`config.mk`:
```
export PLATFORM = sky130hd
export DESIGN_NAME = buffer_ram_reader
export DESIGN_NICKNAME = d
export VERILOG_FILES = /design/src/rtl/buffer_ram_reader.sv
export SDC_FILE = /design/constraint.sdc
export NUM_CORES = 1
export LEC_CHECK = 0
export ABC_AREA = 1
export CAP_MARGIN = 0
export CORE_ASPECT_RATIO = 0.9
export CORE_MARGIN = 5
export CORE_UTILIZATION = 40
export CTS_BUF_LIST = sky130_fd_sc_hd__clkbuf_16
export CTS_CLUSTER_DIAMETER = 200
export DETAILED_ROUTE_END_ITERATION = 7
export PLACE_DENSITY = 0.64
export SLEW_MARGIN = 10
export SYNTH_ARGS = -nofsm -noshare
export SYNTH_HDL_FRONTEND = slang
export SYNTH_SLANG_ARGS = --single-unit
```
`constraint.sdc`:
```
create_clock -name clk -period 2.8 [get_ports clk]
set_input_delay 0.7 -clock clk [delete_from_list [all_inputs] [get_ports clk]]
set_output_delay 0.7 -clock clk [all_outputs]
set_load 0.005 [all_outputs]
```
`src/rtl/buffer_ram_reader.sv`:
```
// rtl/buffer_ram_reader.sv - raster-order frame scan from buffer RAM onto a valid/ready pixel stream
module buffer_ram_reader #(
  parameter int AW     = 17,
  parameter int DW     = 16,
  parameter int IMG_W  = 160,
  parameter int IMG_H  = 120,
  parameter int RD_LAT = 1
) (
  input  logic          clk,
  input  logic          rst,
  input  logic          start,
  input  logic          abort,
  output logic [AW-1:0] addr_out,
  output logic          regread,
  input  logic [DW-1:0] rd_data,
  output logic [DW-1:0] pix_data,
  output logic          pix_valid,
  input  logic          pix_ready,
  output logic          sof,
  output logic          eol,
  output logic          eof,
  output logic          busy,
  output logic          done
);

  localparam int XW = (IMG_W > 1) ? $clog2(IMG_W) : 1;
  localparam int YW = (IMG_H > 1) ? $clog2(IMG_H) : 1;
  localparam int WW = (RD_LAT > 1) ? $clog2(RD_LAT) : 1;
  localparam logic [XW-1:0] X_LAST = XW'(IMG_W - 1);
  localparam logic [YW-1:0] Y_LAST = YW'(IMG_H - 1);
  localparam logic [WW-1:0] W_LAST = WW'(RD_LAT - 1);

  typedef enum logic [2:0] {
    S_IDLE, S_REQ, S_WAIT, S_OUT, S_DONE
  } state_t;

  state_t        state;
  state_t        next_state;
  logic [XW-1:0] x;
  logic [YW-1:0] y;
  logic [AW-1:0] idx;
  logic [WW-1:0] wcnt;
  logic          at_eol;
  logic          at_eof;
  logic          handshake;

  assign at_eol    = (x == X_LAST);
  assign at_eof    = at_eol && (y == Y_LAST);
  // abort wins over an accepted pixel, so a cancelled frame never advances
  assign handshake = (state == S_OUT) && pix_ready && !abort;

  // state register
  always_ff @(posedge clk or posedge rst) begin
    if (rst) state <= S_IDLE;
    else     state <= next_state;
  end

  // next-state logic: one read per pixel, abort returns to IDLE from any active state
  always_comb begin
    next_state = state;
    case (state)
      S_IDLE: if (start) next_state = S_REQ;
      S_REQ:  next_state = abort ? S_IDLE : S_WAIT;
      S_WAIT: begin
        if (abort)               next_state = S_IDLE;
        else if (wcnt == W_LAST) next_state = S_OUT;
      end
      S_OUT: begin
        if (abort)          next_state = S_IDLE;
        else if (pix_ready) next_state = at_eof ? S_DONE : S_REQ;
      end
      S_DONE:  next_state = S_IDLE;
      default: next_state = S_IDLE;
    endcase
  end

  // datapath: raster counters, read address (held outside REQ), latency counter, pixel capture
  always_ff @(posedge clk or posedge rst) begin
    if (rst) begin
      x        <= '0;
      y        <= '0;
      idx      <= '0;
      wcnt     <= '0;
      addr_out <= '0;
      pix_data <= '0;
    end else begin
      case (state)
        S_IDLE: begin
          x    <= '0;
          y    <= '0;
          idx  <= '0;
          wcnt <= '0;
          if (start) addr_out <= '0;
        end
        S_REQ: wcnt <= '0;
        S_WAIT: begin
          wcnt <= wcnt + 1'b1;
          // an aborted read is dropped rather than captured
          if (!abort && wcnt == W_LAST) pix_data <= rd_data;
        end
        S_OUT: begin
          if (handshake && !at_eof) begin
            idx      <= idx + 1'b1;
            addr_out <= idx + 1'b1;
            if (at_eol) begin
              x <= '0;
              y <= y + 1'b1;
            end else begin
              x <= x + 1'b1;
            end
          end
        end
        default: ;
      endcase
    end
  end

  // state-decoded outputs; markers are gated by pix_valid
  always_comb begin
    regread   = (state == S_REQ);
    pix_valid = (state == S_OUT);
    sof       = pix_valid && (x == '0) && (y == '0);
    eol       = pix_valid && at_eol;
    eof       = pix_valid && at_eof;
    busy      = (state != S_IDLE);
    done      = (state == S_DONE);
  end

endmodule

```
; Word level (Yosys, flattened, before mapping)
; Cells that the tools add are included.
[classes]
addsub = 4
eq_ne = 11
n_mux = 19
n_bitwise = 1
reduce_logical = 23
[ops]
columns = op, n
row1 = $pmux 17 s2, 2
row2 = $mux 17, 2
row3 = $mux 3, 6
row4 = $add 17x1->17 const B, 1
row5 = $mux 8, 2
row6 = $pmux 8 s2, 1
row7 = $mux 7, 2
row8 = $pmux 7 s2, 1
row9 = $pmux 3 s4, 1
row10 = $logic_and 1x1->1, 9
row11 = $reduce_and 3->1, 3
row12 = $add 8x1->8 const B, 1
row13 = $eq 8x8->1 const B, 1
row14 = $logic_not 8->1, 1
row15 = $add 7x1->7 const B, 1
row16 = $eq 7x7->1 const B, 1
row17 = $logic_not 7->1, 1
row18 = $eq 3x2->1 const B, 2
row19 = $ne 2x1->1 const B, 2
row20 = $reduce_and 2->1, 2
row21 = $reduce_bool 2->1, 2
row22 = $eq 3x1->1 const B, 1
row23 = $eq 3x3->1 const B, 1
row24 = $logic_not 3->1, 1
row25 = 10 further kinds, 11
[totals]
reg_bits = 69
in_bits = 21
out_inout_bits = 40
word_cells = 65

; Longest topological paths before layout
; Gate-level depths: netlist of run 1.
[logic_depth]
word_depth = 6
ltp_mapped = 11
ltp_nobuf = 10

; Worst setup path before layout of run 1
; OpenSTA, ideal clock, no wires.
[synth_path]
kind = reg-to-output
start = reg state[2]
end = out sof
arrival_time_ns = 1.230
required_ns = 2.100
slack_ns = 0.870
stages_incl_launch_ff = 5
n_path_buf = 1
cell_sequence = dfrtp_1 -> nor2_4 -> nand2_2 -> clkbuf_1 -> nor4_1
[synth_between]
elab_chain_len = 3
[synth_rtl]
columns = item, line
row1 = from (decl), 37  ; state_t state;
row2 = from (signal assigned), 55  ; else state <= next_state;
row3 = $eq 3x2->1, 121  ; pix_valid = (state == S_OUT);
row4 = $logic_and 1x1->1 (2 in series), 122  ; sof = pix_valid && (x == '0) && (y == '0);
row5 = to (decl), 19  ; output logic sof,
; No other way between the ends.

; Worst setup path after layout of run 1
[layout_path]
start = reg x[0]
end = out eol
[layout_between]
elab_chain_len = 2
[layout_rtl]
columns = item, line
row1 = from (decl), 39  ; logic [XW-1:0] x;
row2 = from (signal assigned), 109  ; x <= x + 1'b1;
row3 = $eq 8x8->1, 47  ; assign at_eol = (x == X_LAST);
row4 = $logic_and 1x1->1, 123  ; eol = pix_valid && at_eol;
row5 = to (decl), 20  ; output logic eol,
; No other way between the ends.

==> results of run 1 <==
[state kept, by name, summed over array words and instances (netlist names)]
name	count
wcnt	1
pix_data	16
idx	17
addr_out	17
y	7
state	3
x	8
[synthesized netlist by cell type, drive strengths merged]
cell type    n  area share (%)
a31o         1            0.24
nor4         2            0.34
a31oi        2            0.34
nand2      136              15
nor2        53             6.1
buf          8             2.1
o21ai       19             2.6
xnor2        1            0.24
a21oi       11             1.5
clkbuf       2            0.21
ha           5             1.7
xor2         1            0.24
nor3         2            0.27
nand4        6             1.4
nor3b        2            0.41
nand3b       1            0.21
o21bai       2            0.41
nand3       57             9.7
inv         43             4.4
mux2        16             4.9
dfrtp       69              47
[worst max path at each step]
stage                                 from                       to  slack [ns]  cells past startpoint
after floorplan                        rst  addr_out[0]$_DFFE_PP0P_        0.36                      1
after global placement    x[0]$_DFFE_PP0P_                      eol        0.37                      6
after detailed placement  x[0]$_DFFE_PP0P_                      eol        0.36                      6
after CTS                 x[0]$_DFFE_PP0P_                      eof       -0.03                      6
after global routing      x[0]$_DFFE_PP0P_                      eol        0.03                      6
final                     x[0]$_DFFE_PP0P_                      eol        0.13                      6
[layout make-up]
type	count	share of cell area (%)
timing repair buffer	66	14.1
clock buffer	9	4.81
sequential	69	36.9
clock inverter	7	1.26
inverter	43	3.45
tap	122	3.26
multi-input combinational	317	36.2
[worst min-delay path: stages, from the launching register on]
cell,delay (ns)
dfrtp_1,0.34
nand2_1,0.05
nand2_1,0.04
[power breakdown]
| group | switching (W) | total [W] | internal [W] |
|---|---|---|---|
| clock | 0.000396 | 0.00107 | 0.000675 |
| combinational | 0.000661 | 0.00120 | 0.000536 |
| sequential | 0.0000929 | 0.00125 | 0.00115 |
| total | 0.00115 | 0.00352 | 0.00237 |
[through the flow]
stage,instance area [sq um],utilization [%]
after global placement,4370,48.6
after global routing,4680,52.0
after detailed placement,4370,48.6
after floorplan,3650,-
after CTS,4660,51.7
final,4680,52.0
[what timing repair did]
| action | 4_1_cts | 5_1_grt |
|---|---|---|
| cloned | 0 | 0 |
| buffers inserted | 0 | 0 |
| setup endpoints to repair | 2 | 2 |
| gates resized for setup | 0 | 6 |
[metal layers]
layer	wire (microns)	vias to the layer above	share of wire, %	global-route usage [%]
met5	0	-	0	0
met4	178	0	2.1	6.25
met3	330	15	4.0	3.96
met2	4100	65	49	26.5
met1	3700	1458	45	19.3
li1	-	1560	-	-
[cell families (layout without fill, tap and decap cells)]
family | Yosys count | after routing | synth area share [%]
buffers and inverters | 53 | 125 | 6.76
multiplexers | 16 | 16 | 4.94
AO/OA/AOI/OAI | 35 | 35 | 5.11
XOR/XNOR | 2 | 2 | 0.480
flip-flops | 69 | 69 | 47.3
adder cells (fa/ha/maj) | 5 | 5 | 1.72
AND/OR/NAND/NOR | 259 | 259 | 33.7
==> results by stage, run 1 <==
Status:
- The run finished with clean final reports.

GRT:
- Entering global routing, the biggest net connects 36 pins.
- The first global-routing pass estimated 14300 microns of wire.
- The total overflow reported by the global router is 0.
- The combined global-route utilization of all metal layers is 15.7%.
- The via count of the first global-routing pass was 3051.
- The initial antenna violation count is 0.

Setup path:
- The kind of cell with the highest combined delay along the critical path is buffers and inverters.
- In this run the critical register-to-register path is captured at y[0]$_DFFE_PP0P_.
- The endpoint class of the critical path is a primary output.
- The startpoint of the most critical register-to-register path is state[1]$_DFFE_PP0P_.
- Of all nets on the critical path, the largest fanout is 4.
- By instance count, the cell type seen most on the critical path is nor2_4.
- The cell with the largest stage delay on the worst path is clkdlybuf4s50_1.
- The number of cells on the worst reg-to-reg path is 10.
- For this run, the slowest stage of the critical path takes 0.52 ns.
- The worst setup path is launched from a flop.
- The number of buffers and inverters on the critical path is 2.
- The slack of the worst reg-to-reg path is 0.83 ns.
- The critical path goes through ha_1, nand3_2, nor2_4, inv_2, nor2_4, clkdlybuf4s50_1.
- STA puts the critical path data required time at 2.10 ns.
- The type of the setup path with the least slack is flop to primary output.
- For the worst setup path, the data arrival time is 1.97 ns.

Final layout:
- The number of nets in the final layout is 532.
- After filler insertion, the fill cell instance count of the layout stands at 890.
- The most common cell after layout, fill and taps aside is nand2_1.
- 0 antenna diodes ended up in the layout.
- Of the cells placed in the final design, the portion with a size suffix greater than 1 is 11.9%.
- The top cell types in the final layout, fill and taps aside, are nand2_1 (131), dfrtp_1 (69), clkdlybuf4s50_1 (59).
- The count of cells in the finished layout, fillers not included, comes to 633.
- The multi-input logic area is 1690 sq um.
- Across the whole layout, storage elements account for 1730 sq um.
- The signed area change from the synthesized netlist to the final layout is 28.3%.

Route:
- The DRC violation count after routing is 0.
- The post-route antenna net violation count is 0.
- Dividing the detail-routed wire length by the instance count gives 13.1 microns.
- The first routing iteration left 118 violations.
- The number of vias per cell is 4.89.
- The total via count in the routed design is 3098.
- The final layout contains routed wiring with a total length of 8310 microns.
- The first TritonRoute pass finished after 4 iterations.

STA:
- The time the final worst path needs with I/O delays and setup is 2.67 ns.
- The tightest slew margin relative to the limit is 71.9%.
- The worst setup skew after layout is 0.00469 ns.
- The worst setup margin is 0.134 ns.
- The number of slew-limit violations in the final report was 0.
- The top achievable clock speed is 375 MHz.
- The transition time at the pin with the least slew margin is 0.421 ns.
- The final number of hold-violating endpoints is 0.
- After routing, the total negative slack on setup checks comes to 0 ns.
- The worst path uses 95.2% of the clock period.
- The final count of negative-setup-slack endpoints is 0.
- Setup repair after global routing left no endpoint under its margin.
- The worst hold slack across all endpoints is 0.466 ns.

Clocking:
- TritonCTS built the clock tree.
- The H-tree depth is 3.
- The CTS root buffer is clkbuf_16.
- The number of clock buffers added by TritonCTS is 9.
- The clock drives 69 sinks.
- In this run, post-CTS hold repair placed 0 buffers.
- After clock tree synthesis, the clock-pin slew on the worst setup and hold paths is 0.05 ns.
- In this run the deepest clock path goes through 2 buffers.
- The insertion delay to the later sink of the worst-skew pair is 0.33 ns.

Hold path:
- The startpoint identified for the worst hold timing path is addr_out[6]$_DFFE_PP0P_.
- The class of the most critical hold timing path is flop to flop.
- The worst hold path was traced through 2 stages.
- The sink of the worst hold path is addr_out[6]$_DFFE_PP0P_.

Synthesis:
- The number of nets produced by synthesis is 465.
- The average cell area after synthesis is 8.31 sq um.
- The number of instances in the synthesized netlist is 439.
- In this run the cell area of the synthesized design comes to 3650 sq um.
- Sequential cells were found to cover 47.3% of the synthesized design area.
- Counting flops and latches in the post-synthesis netlist gives 69.
- The count of warnings emitted by yosys is 0.
- The count of different cell masters after synthesis is 32.

Placement:
- The half-perimeter wire length after placement is 6090 microns.
- The number of port buffers is 60.
- Before CTS, the worst setup slack after placement is 0.356 ns.
- The number of placed instances, taps included, is 617.
- Routability-driven placement finished with a final weighted congestion of 0.837.

Power and ir drop:
- The design draws 0.00352 W.
- Summed over all cells, the static leakage comes to 2.17 nW.
- The highest ir drop seen on vdd is 368 uV.
- The power density over the cells is 751 nW/um^2.

Floorplan:
- The die width is 111 microns.
- The die boundary height is 101 microns.
- The total area inside the core boundary comes to 9000 sq um.
- Once the floorplan was initialized, standard cells occupied 40.5% of the core.
- The die covers 11100 sq um.
- 61 I/O pins were placed.
- The number of core rows is 33.

Flow run:
- Across the run, the number of max-cap violations was 0.
No activity file was read; power rests on OpenSTA's default activity.
==> inputs of run 2 (changes only) <==
--- a/config.mk
+++ b/config.mk
@@ -5,13 +5,13 @@
 export SDC_FILE = /design/constraint.sdc
 export NUM_CORES = 1
 export LEC_CHECK = 0
-export ABC_AREA = 1
 export CAP_MARGIN = 0
 export CORE_ASPECT_RATIO = 0.9
 export CORE_MARGIN = 5
 export CORE_UTILIZATION = 40
 export CTS_BUF_LIST = sky130_fd_sc_hd__clkbuf_16
 export CTS_CLUSTER_DIAMETER = 200
+export CTS_CLUSTER_SIZE = 28
 export DETAILED_ROUTE_END_ITERATION = 7
 export PLACE_DENSITY = 0.64
 export SLEW_MARGIN = 10
==> run 2 against run 1 <==
First-iteration DRC count increased by 70%. Critical path type unchanged. Register-to-register slack got worse by 0.53 ns. Largest cell class unchanged. Combinational power decreased by 21%.
==> results by stage, run 2 <==
Synthesis:
- Cell types occupying the most area after synthesis: dfrtp_1 (50%), mux2_2 (6.3%), o21ai_0 (4.2%) (was dfrtp_1 (47%), nand2_1 (13%), nand3_1 (6.2%)).
- The number of nets produced by synthesis was 363 (was 465).
- The register bit total from synthesis is 69 (unchanged).
- The count of different cell masters after synthesis is 50 (was 32).
- The netlist area before placement is 3420 sq um (was 3650 sq um).
- The number of instances in the synthesized netlist is 337 (was 439).
- Most frequent cells after synthesis: dfrtp_1 (69), nor2_1 (29), o21ai_0 (29), nand2_1 (28), mux2_2 (19) (was nand2_1 (131), dfrtp_1 (69), nor2_1 (50), nand3_1 (45), inv_1 (39)).
- The library cell with the largest summed area after synthesis is dfrtp_1 (unchanged).
- The area share of the largest cell type after synthesis is 50.4% (was 47.3%).
- The most numerous cell in the Yosys netlist is dfrtp_1 (was nand2_1).
- The average cell area after synthesis was 10.2 sq um (was 8.31 sq um).
- The sequential area share after synthesis was 50.4% (was 47.3%).
- The count of warnings emitted by yosys came to 0 (unchanged).
- The number of synthesized flops with an enable pin is 0 (unchanged).
- The dominant synthesized flop cell was dfrtp_1 (unchanged).
- The share of synthesized registers carrying an async set or reset is 100% (unchanged).

GRT:
- The via count of the first global-routing pass came to 2859 (was 3051).
- The total overflow reported by the global router is 0 (unchanged).
- The global-route wire length before repair is 14400 microns (was 14300 microns).
- The initial antenna violation count is 0 (unchanged).
- The combined global-route utilization of all metal layers is 16.8% (was 15.7%).
- The largest net degree at the start of global routing is 33 (was 36).

Setup path:
- The type of origin of the critical path is a flop (unchanged).
- The slack of the worst reg-to-reg path is 0.30 ns (was 0.83 ns).
- The worst endpoint data arrival time was 1.99 ns (was 1.97 ns).
- The highest fanout seen on the critical path was 5 (was 4).
- The endpoint class of the critical path is a primary output (unchanged).
- The data required time of the critical path is 2.10 ns (about the same).
- The startpoint of the most critical register-to-register path is y[1]$_DFFE_PP0P_ (was state[1]$_DFFE_PP0P_).
- The type of the setup path with the least slack was flop to primary output (unchanged).
- The start point of the critical path is x[5]$_DFFE_PP0P_ (was x[0]$_DFFE_PP0P_).

Final layout:
- The number of nets in the final layout is 436 (was 532).
- The signed area change from the synthesized netlist to the final layout is 34.5% (was 28.3%).
- The most common cell after layout, fill and taps aside was dfrtp_1 (was nand2_1).
- The final cell count without fillers is 534 (was 633).
- The share of layout cells above drive strength 1 is 16.9% (was 11.9%).
- Top library cells by usage in the layout, fill and taps aside: dfrtp_1 (69), clkdlybuf4s50_1 (59), o21ai_0 (29) (was nand2_1 (131), dfrtp_1 (69), clkdlybuf4s50_1 (59)).
- The number of diodes is 0 (unchanged).
- Largest registers: addr_out x17, idx x17, pix_data x16 (unchanged).

Clocking:
- The largest buffer count on any clock path was 2 (unchanged).
- The insertion delay to the later sink of the worst-skew pair is 0.33 ns (about the same).
- The clock tree from TritonCTS was built (unchanged).
- The TritonCTS buffer count is 9 (unchanged).
- The CTS root buffer is clkbuf_16 (unchanged).
- The TritonCTS sink count is 69 (unchanged).
- The clock-pin slew reported for the worst setup and hold paths after clock tree synthesis is 0.06 ns (was 0.05 ns).
- The H-tree depth is 3 (unchanged).

Power and ir drop:
- The highest ir drop seen on vdd is 368 uV (about the same).
- The internal power consumption is 0.00252 W (was 0.00237 W).
- The power density over the cells came to 755 nW/um^2 (was 751 nW/um^2).
- The leakage power figure is 2.08 nW (was 2.17 nW).
- The net switching power was 0.000955 W (was 0.00115 W).
- The portion of total power attributed to sequential cells is 34.9% (was 35.5%).
- The fraction of power consumed by the clock network is 37.7% (was 30.5%).
- The switching share of power was 27.5% (was 32.7%).
- The combinational cell fraction of total power was 27.3% (was 34.1%).

Route:
- The post-route antenna net violation count was 0 (unchanged).
- The final wirelength is 8130 microns (was 8310 microns).
- The routed wire length per instance is 15.2 microns (was 13.1 microns).
- The total via count in the routed design was 2762 (was 3098).
- The number of vias per cell is 5.17 (was 4.89).
- The DRC violation count after routing is 0 (unchanged).
- The number of iterations in the first detailed-routing pass came to 4 (unchanged).
- The starting DRC count in detailed routing is 201 (was 118).

Placement:
- The routability congestion estimate was 0.833 (was 0.837).
- The number of port buffers is 60 (unchanged).
- The cell count after placement is 513 (was 617).
- The half-perimeter wire length after placement is 5680 microns (was 6090 microns).

STA:
- The share of the clock period used by the worst path is 96.0% (was 95.2%).
- RSZ-0062 raised after global routing: no (unchanged).
- The final number of hold-violating endpoints was 0 (unchanged).
- The accumulated negative setup slack was 0 ns (unchanged).
- The time the final worst path needs with I/O delays and setup came to 2.69 ns (was 2.67 ns).
- The top achievable clock speed is 372 MHz (was 375 MHz).
- The tightest slew margin relative to the limit came to 60.9% (was 71.9%).
- The worst setup skew after layout came to 0.00765 ns (was 0.00469 ns).
- The final count of negative-setup-slack endpoints is 0 (unchanged).
- The transition time at the pin with the least slew margin is 0.585 ns (was 0.421 ns).
- The number of slew-limit violations in the final report is 0 (unchanged).

Hold path:
- The launch instance of the worst min-delay path was addr_out[8]$_DFFE_PP0P_ (was addr_out[6]$_DFFE_PP0P_).
- The class of the most critical hold timing path is flop to flop (unchanged).

Floorplan:
- The die width came to 108 microns (was 111 microns).
- The I/O pin count was 61 (unchanged).
- The die boundary height is 97.8 microns (was 101 microns).
- The number of core rows came to 32 (was 33).
- The area of the core was 8450 sq um (was 9000 sq um).
- The die outline area is 10500 sq um (was 11100 sq um).
- The initial core utilization was 40.5% (about the same).

Flow run:
- The max-cap violation count is 0 (unchanged).

Status:
- Run status: complete, no violations (unchanged).
[run 2: kinds of logic after synthesis]
family | share of synthesized area, %
mux | 6.25
xor+xnor | 3.07
simple gates | 18.7
fa+ha+maj | 1.83
buf+inv | 3.95
compound gates | 15.7
flops | 50.4
[run 2: worst max-delay path: stages, from the launching register on]
cell and delay [ns]:
dfrtp_1 0.38, or3b_1 0.41, or2_4 0.27, nor2_2 0.11, clkdlybuf4s50_1 0.50
[run 2: final timing paths]
path	to	cells past startpoint
max	eol	4
min	addr_out[8]$_DFFE_PP0P_	1
max reg2reg	addr_out[0]$_DFFE_PP0P_	5
min reg2reg	addr_out[8]$_DFFE_PP0P_	1
max in group asynchronous	idx[12]$_DFFE_PP0P_	3
min in group asynchronous	pix_data[8]$_DFFE_PP0P_	2
[run 2: final cells by class]
cell class / instances / area, sq um
fill: 766 / 3840
sequential: 69 / 1730
multi-input combinational: 240 / 1580
timing repair buffer: 78 / 759
clock buffer: 9 / 225
tap: 119 / 149
clock inverter: 7 / 121
inverter: 12 / 45.0
[run 2: layer usage]
layer  share of wire, %  GRT usage, %
met1                 49          24.5
met2                 45          24.9
met3                4.9          4.36
met4                1.2          4.56
met5                  0             0
[run 2: timing repair]
item,4_1_cts,5_1_grt
gates resized for setup,3,3
endpoints found under the setup margin,2,4
pin swaps,0,0
setup buffers,2,3
gates cloned,0,0
endpoints found under the hold margin,0,0
hold buffers,0,0
[run 2: power by group through the flow]
stage,Combinational (W),Clock [W],Sequential [W]
after floorplan,0.000459,0,0.00124
after global placement,0.000937,0,0.00123
after detailed placement,0.000945,0,0.00123
after CTS,0.000948,0.00134,0.00122
after global routing,0.00104,0.00138,0.00124
final,0.000951,0.00131,0.00121
[run 2: per-stage QoR]
step	instance area (sq um)	util (%)	hold slack, ns	setup WS, ns	total power [W]
2_1_floorplan	3420	-	0.468	0.360	0.00170
3_3_place_gp	4210	49.8	0.463	0.206	0.00216
3_5_place_dp	4210	49.8	0.465	0.166	0.00218
4_1_cts	4570	54.1	0.477	0.0409	0.00351
5_1_grt	4600	54.5	0.498	0.00168	0.00366
6_report	4600	54.5	0.472	0.111	0.00348
